### config.mk
export PLATFORM = sky130hd
export DESIGN_NAME = uart_bus_arbiter
export DESIGN_NICKNAME = d
export VERILOG_FILES = /design/src/rtl/uart_bus_arbiter.sv
export SDC_FILE = /design/constraint.sdc
export NUM_CORES = 1
export LEC_CHECK = 0
export ABC_CLOCK_PERIOD_IN_PS = 2300
export CAP_MARGIN = 0
export CORE_MARGIN = 2
export CORE_UTILIZATION = 30
export CTS_CLUSTER_DIAMETER = 30
export DETAILED_ROUTE_END_ITERATION = 7
export SYNTH_ARGS = -nofsm -noshare
export SYNTH_HDL_FRONTEND = slang
export SYNTH_SLANG_ARGS = --single-unit
### constraint.sdc
create_clock -name clock -period 2.3 [get_ports clock]
set_input_delay 0.46 -clock clock [delete_from_list [all_inputs] [get_ports clock]]
set_output_delay 0.46 -clock clock [all_outputs]
set_load 0.02 [all_outputs]
### src/rtl/uart_bus_arbiter.sv
// uart_bus_arbiter
//   Round-robin arbiter that lets N_REQ requesters share one buffered-UART
//   register bus. A requester may write one word to the TX FIFO or read one
//   word from the RX FIFO. A requester is only considered when the FIFO it
//   needs can serve it, so a blocked requester never stalls the others.
//   Each transaction runs IDLE -> ISSUE -> WAIT (RSP_LATENCY cycles) -> DONE.
//
// Ports
//   clock, resetn     rising-edge clock, asynchronous active-low reset
//   req               per-requester request
//   req_write         per-requester op (1 = write to TX FIFO, 0 = read RX FIFO)
//   req_data          per-requester write word, slice i = [i*WIDTH +: WIDTH]
//   grant             one-hot bus owner (ISSUE through DONE)
//   done              one-cycle completion pulse to the owner
//   rsp_data          last word read from the RX FIFO
//   tx_space          TX FIFO can accept a word
//   rx_avail          RX FIFO holds a word
//   bus_address       UART register address
//   bus_wr, bus_rd    one-cycle write / read strobes
//   bus_data_out      write word
//   bus_data_in       read word, valid RSP_LATENCY cycles after the strobe
module uart_bus_arbiter #(
   parameter int N_REQ         = 4,
   parameter int WIDTH         = 8,
   parameter int ADDRESS_WIDTH = 4,
   parameter int RX_ADDRESS    = 1,
   parameter int TX_ADDRESS    = 2,
   parameter int RSP_LATENCY   = 1
) (
   input  logic                     clock,
   input  logic                     resetn,
   input  logic [N_REQ-1:0]         req,
   input  logic [N_REQ-1:0]         req_write,
   input  logic [N_REQ*WIDTH-1:0]   req_data,
   output logic [N_REQ-1:0]         grant,
   output logic [N_REQ-1:0]         done,
   output logic [WIDTH-1:0]         rsp_data,
   input  logic                     tx_space,
   input  logic                     rx_avail,
   output logic [ADDRESS_WIDTH-1:0] bus_address,
   output logic                     bus_wr,
   output logic                     bus_rd,
   output logic [WIDTH-1:0]         bus_data_out,
   input  logic [WIDTH-1:0]         bus_data_in
);

   localparam int IW = (N_REQ > 1) ? $clog2(N_REQ) : 1;
   localparam logic [N_REQ-1:0] ONE_HOT0 = N_REQ'(1);
   localparam logic [2:0] LAST_WAIT = 3'(RSP_LATENCY - 1);
   localparam logic [IW-1:0] LAST_IDX = IW'(N_REQ - 1);

   typedef enum logic [1:0] {
      IDLE  = 2'd0,
      ISSUE = 2'd1,
      WAIT  = 2'd2,
      DONE  = 2'd3
   } state_t;

   state_t           state_r;
   logic [IW-1:0]    rr_ptr_r;
   logic [IW-1:0]    idx_r;
   logic             op_wr_r;
   logic [2:0]       cnt_r;

   logic [N_REQ-1:0] elig_s;
   logic             found_s;
   logic [IW-1:0]    sel_idx_s;
   logic [IW-1:0]    cand_s;
   logic             sel_wr_s;
   logic [WIDTH-1:0] sel_word_s;

   // A requester is eligible only if the FIFO its operation needs is ready.
   assign elig_s = req & ((req_write & {N_REQ{tx_space}}) |
                          (~req_write & {N_REQ{rx_avail}}));

   // Rotating search: first eligible index at or above rr_ptr, wrapping.
   always_comb begin
      found_s   = 1'b0;
      sel_idx_s = '0;
      cand_s    = '0;
      for (int k = 0; k < N_REQ; k++) begin
         cand_s = IW'((int'(rr_ptr_r) + k) % N_REQ);
         if (!found_s && elig_s[cand_s]) begin
            found_s   = 1'b1;
            sel_idx_s = cand_s;
         end else begin
            found_s   = found_s;
         end
      end
   end

   assign sel_wr_s   = req_write[sel_idx_s];
   assign sel_word_s = req_data[sel_idx_s*WIDTH +: WIDTH];

   // Transaction FSM; every output is a register updated here.
   always_ff @(posedge clock or negedge resetn) begin
      if (!resetn) begin
         state_r      <= IDLE;
         rr_ptr_r     <= '0;
         idx_r        <= '0;
         op_wr_r      <= 1'b0;
         cnt_r        <= 3'd0;
         grant        <= '0;
         done         <= '0;
         rsp_data     <= '0;
         bus_address  <= '0;
         bus_wr       <= 1'b0;
         bus_rd       <= 1'b0;
         bus_data_out <= '0;
      end else begin
         case (state_r)
            IDLE: begin
               done <= '0;
               if (found_s) begin
                  // Latch the winner; its request lines are ignored from here on.
                  idx_r        <= sel_idx_s;
                  op_wr_r      <= sel_wr_s;
                  grant        <= ONE_HOT0 << sel_idx_s;
                  bus_address  <= sel_wr_s ? ADDRESS_WIDTH'(TX_ADDRESS)
                                           : ADDRESS_WIDTH'(RX_ADDRESS);
                  bus_wr       <= sel_wr_s;
                  bus_rd       <= ~sel_wr_s;
                  bus_data_out <= sel_wr_s ? sel_word_s : '0;
                  state_r      <= ISSUE;
               end else begin
                  grant        <= '0;
                  bus_address  <= '0;
                  bus_wr       <= 1'b0;
                  bus_rd       <= 1'b0;
                  bus_data_out <= '0;
                  state_r      <= IDLE;
               end
            end
            ISSUE: begin
               bus_wr  <= 1'b0;
               bus_rd  <= 1'b0;
               cnt_r   <= 3'd0;
               state_r <= WAIT;
            end
            WAIT: begin
               if (cnt_r == LAST_WAIT) begin
                  cnt_r   <= 3'd0;
                  done    <= ONE_HOT0 << idx_r;
                  // Read word is captured on the last WAIT cycle; writes leave it alone.
                  if (!op_wr_r) begin
                     rsp_data <= bus_data_in;
                  end else begin
                     rsp_data <= rsp_data;
                  end
                  state_r <= DONE;
               end else begin
                  cnt_r   <= cnt_r + 3'd1;
                  state_r <= WAIT;
               end
            end
            DONE: begin
               done         <= '0;
               grant        <= '0;
               bus_address  <= '0;
               bus_data_out <= '0;
               rr_ptr_r     <= (idx_r == LAST_IDX) ? '0 : idx_r + IW'(1);
               state_r      <= IDLE;
            end
            default: begin
               done         <= '0;
               grant        <= '0;
               bus_address  <= '0;
               bus_wr       <= 1'b0;
               bus_rd       <= 1'b0;
               bus_data_out <= '0;
               cnt_r        <= 3'd0;
               state_r      <= IDLE;
            end
         endcase
      end
   end

endmodule

==> flow_metrics.py <==
metrics = {
    "status": {
        "status": "finished, final reports clean",
    },
    "clocking": {
        "clock-root-buffer": "clkbuf_8",
        "numCtsBuffers": 5,
        "clk_latency_ns": 0.29,
        "h-tree-depth": 2,
        "cts_num_sinks": 38,
        "clk_pin_slew_ns": 0.08,
        "cts.path.max_buffers": 2,
        "cts_tree": "done",
        "ctsHoldBuffers": 0,
    },
    "place": {
        "gp_congestion": 0.806,
        "io_buffer_count": 79,
        "pre_cts_ws_ns": -0.493,
        "hpwl_um": 3700,
    },
    "floorplan": {
        "die-height_um": 88.7,
        "dieArea_sq_um": 7870,
        "initial_utilization_pct": 31.3,
        "die_w_um": 88.7,
        "io_pins": 82,
        "num_rows": 30,
        "core_sq_um": 6870,
    },
    "sta": {
        "hold_viol": 0,
        "whs_ns": 0.261,
        "finalSetupViolCount": 0,
        "layout_setup_ws_ns": 0.0936,
        "fmax_mhz": 453,
        "post-route-min-period_ns": 2.21,
        "rsz0062_at_grt": "false",
        "report.final.slew_viol_count": 0,
        "relSlewSlack_pct": 45.3,
        "fin_crit_sh_pct": 95.9,
        "worst_pin_slew_ns": 0.820,
        "clock_skew_ns": 0.00899,
    },
    "global_route": {
        "grt.total_usage_pct": 13.2,
        "overflow": 0,
        "grt_max_degree": 39,
        "grt_pass1_vias": 1726,
        "grt_pass1_wl_um": 8070,
        "grt_antenna_before_repair": 0,
    },
    "critical_path": {
        "crit_fanout": 5,
        "cp_slowest_stage_delay_ns": 0.36,
        "path_common_cell": "mux2i_4",
        "cp_slowest_cell": "a221oi_4",
        "path_cells": "clkdlybuf4s15_1 > mux2i_4 > o311ai_2 > a221oi_4 > buf_12 > mux2i_4 > mux2i_4 > mux2_1",
        "cp-end-kind": "flip-flop",
        "startpoint_type": "primary input",
        "crit_type": "primary input to flip-flop",
        "crit_arrival_ns": 2.38,
        "worstPathRequired_ns": 2.47,
    },
    "yosys": {
        "avgSynthCellArea_sq_um": 11.8,
        "synth-seq-cells": 38,
        "yosys_warnings": 0,
        "ys_seq_area_share_pct": 44.2,
        "syn_inst": 183,
        "synthesis.area_sq_um": 2150,
        "synth_cell_types": 37,
    },
    "layout": {
        "diodes": 0,
        "fill_cells": 636,
        "fin_nets": 349,
        "area_growth_pct": 64.1,
        "layout-drive-gt1-share_pct": 23.3,
    },
    "power_and_ir_drop": {
        "cellPowerDensity_nw_per_um2": 1090,
        "leakage_nw": 1.54,
        "peakVddDrop_uv": 420,
    },
    "route": {
        "routed_wirelength_um": 5000,
        "drt_iter0_drc": 74,
        "drt.antenna.violating_nets": 0,
        "vias_per_cell": 4.58,
        "drc": 0,
        "num_vias": 1759,
        "wl_per_cell_um": 13.0,
        "dr.pass1.iters": 4,
    },
    "run": {
        "maxCapViolCount": 0,
    },
    "hold_path": {
        "hp-class": "primary input to async pin",
    },
}
## cells in the final DEF, fill, tap and decap left out, drive strengths merged, types with 3 or more instances in the layout
| cell | count |
|---|---|
| clkbuf | 6 |
| o21ai | 10 |
| nand2 | 12 |
| o22ai | 3 |
| buf | 26 |
| nor2 | 8 |
| inv | 11 |
| a22o | 16 |
| mux2 | 13 |
| clkdlybuf4s50 | 71 |
| dfrtp | 38 |
| ha | 10 |
| mux2i | 32 |
| nand2b | 4 |
| nand4 | 3 |
## sequential cells by signal, indices dropped and copies added, names as in the netlist, 2 cells and up
signal        flops
rr_ptr_r          2
cnt_r             3
idx_r             2
done              4
rsp_data          8
state_r           2
bus_address       2
bus_data_out      8
grant             4
## stage by stage
stage / setup TNS (ns) / instances / area, sq um / utilization (%) / total power [mW]
floorplan: 0 / 184 / 2160 / - / 2.22
global placement: -5.86 / 370 / 3180 / 46.4 / 3.01
detailed placement: -6.79 / 370 / 3180 / 46.4 / 3.04
CTS: 0 / 382 / 3460 / 50.4 / 3.83
global route: 0 / 384 / 3530 / 51.4 / 4.12
finish: 0 / 384 / 3530 / 51.4 / 3.85
## worst max-delay path: cells and delay by family
kind | cells | cell delay, ns
mux | 4 | 0.99
compound gates | 2 | 0.49
buf+inv | 2 | 0.43
## synthesized netlist by cell type (all sizes together)
cell     number  share of area [%]
a21o          1               0.35
a221oi        1               0.70
a22o         16                6.5
a2bb2oi       1               0.41
a311oi        2                1.9
a32o          1               0.47
buf           6                2.3
clkbuf        2               0.35
conb          1               0.17
dfrtp        38                 44
ha           10                5.8
inv          11                1.9
mux2         13                6.8
mux2i        32                 16
nand2        12                2.1
nand2b        4                1.5
nand3         1               0.23
nand3b        2               0.70
nand4         3               0.87
nor2          8                1.4
nor2b         1               0.29
o21ai        10                2.3
o22ai         3                1.5
o311ai        1               0.41
o31ai         1               0.35
o32ai         1               0.41
or3b          1               0.41
## cell families (layout without fill, tap and decap cells)
family	Yosys count	after routing	synth area share, %
flip-flops	38	38	44.2
AND/OR/NAND/NOR	32	32	7.50
adder cells (fa/ha/maj)	10	10	5.81
multiplexers	45	45	22.4
other	1	2	0.174
AO/OA/AOI/OAI	38	38	15.3
buffers and inverters	19	123	4.53
## final timing paths
check,startpoint,endpoint,slack [ns],cells after the start
min in group clock,bus_address[1],bus_address[1],0.49,1
setup reg to reg,rr_ptr_r[1],bus_data_out[7],0.21,8
hold reg to reg,bus_address[1],bus_address[1],0.49,1
hold / removal,resetn,rsp_data[4],0.26,1
setup / recovery,req_write[2],op_wr_r,0.09,8
max in group asynchronous,resetn,grant[3],1.52,1
## power by group
| group | switching [mW] | total [mW] | leakage [nW] | internal [mW] |
|---|---|---|---|---|
| sequential | 0.154 | 1.07 | 0.488 | 0.913 |
| combinational | 1.01 | 2.10 | 0.981 | 1.08 |
| clock | 0.246 | 0.681 | 0.0683 | 0.435 |
| total | 1.41 | 3.85 | 1.54 | 2.43 |
## per-layer routing
| layer | vias to the layer above | wire (um) | part of all wire [%] | GRT usage (%) |
|---|---|---|---|---|
| met4 | 0 | 81 | 1.6 | 5.79 |
| li1 | 875 | - | - | - |
| met1 | 824 | 2280 | 46 | 17.9 |
| met3 | 5 | 241 | 4.8 | 2.24 |
| met2 | 55 | 2400 | 48 | 20.6 |
| met5 | - | 0 | 0 | 0 |
## layout make-up
class	count	area, sq um	share of cell area, %
tap	96	120	3.40
inverter	11	41.3	1.17
clock inverter	3	68.8	1.95
clock buffer	5	68.8	1.95
timing repair buffer	104	1030	29.2
sequential	38	951	26.9
multi-input combinational	127	1250	35.4
## timing repair
item | in CTS | in global routing
gates cloned | 1 | 0
pin swaps | 3 | 4
resized for setup | 24 | 13
endpoints found under the setup margin | 13 | 11
buffers inserted | 3 | 2
Note: power is estimated with default switching activity, not from simulation.
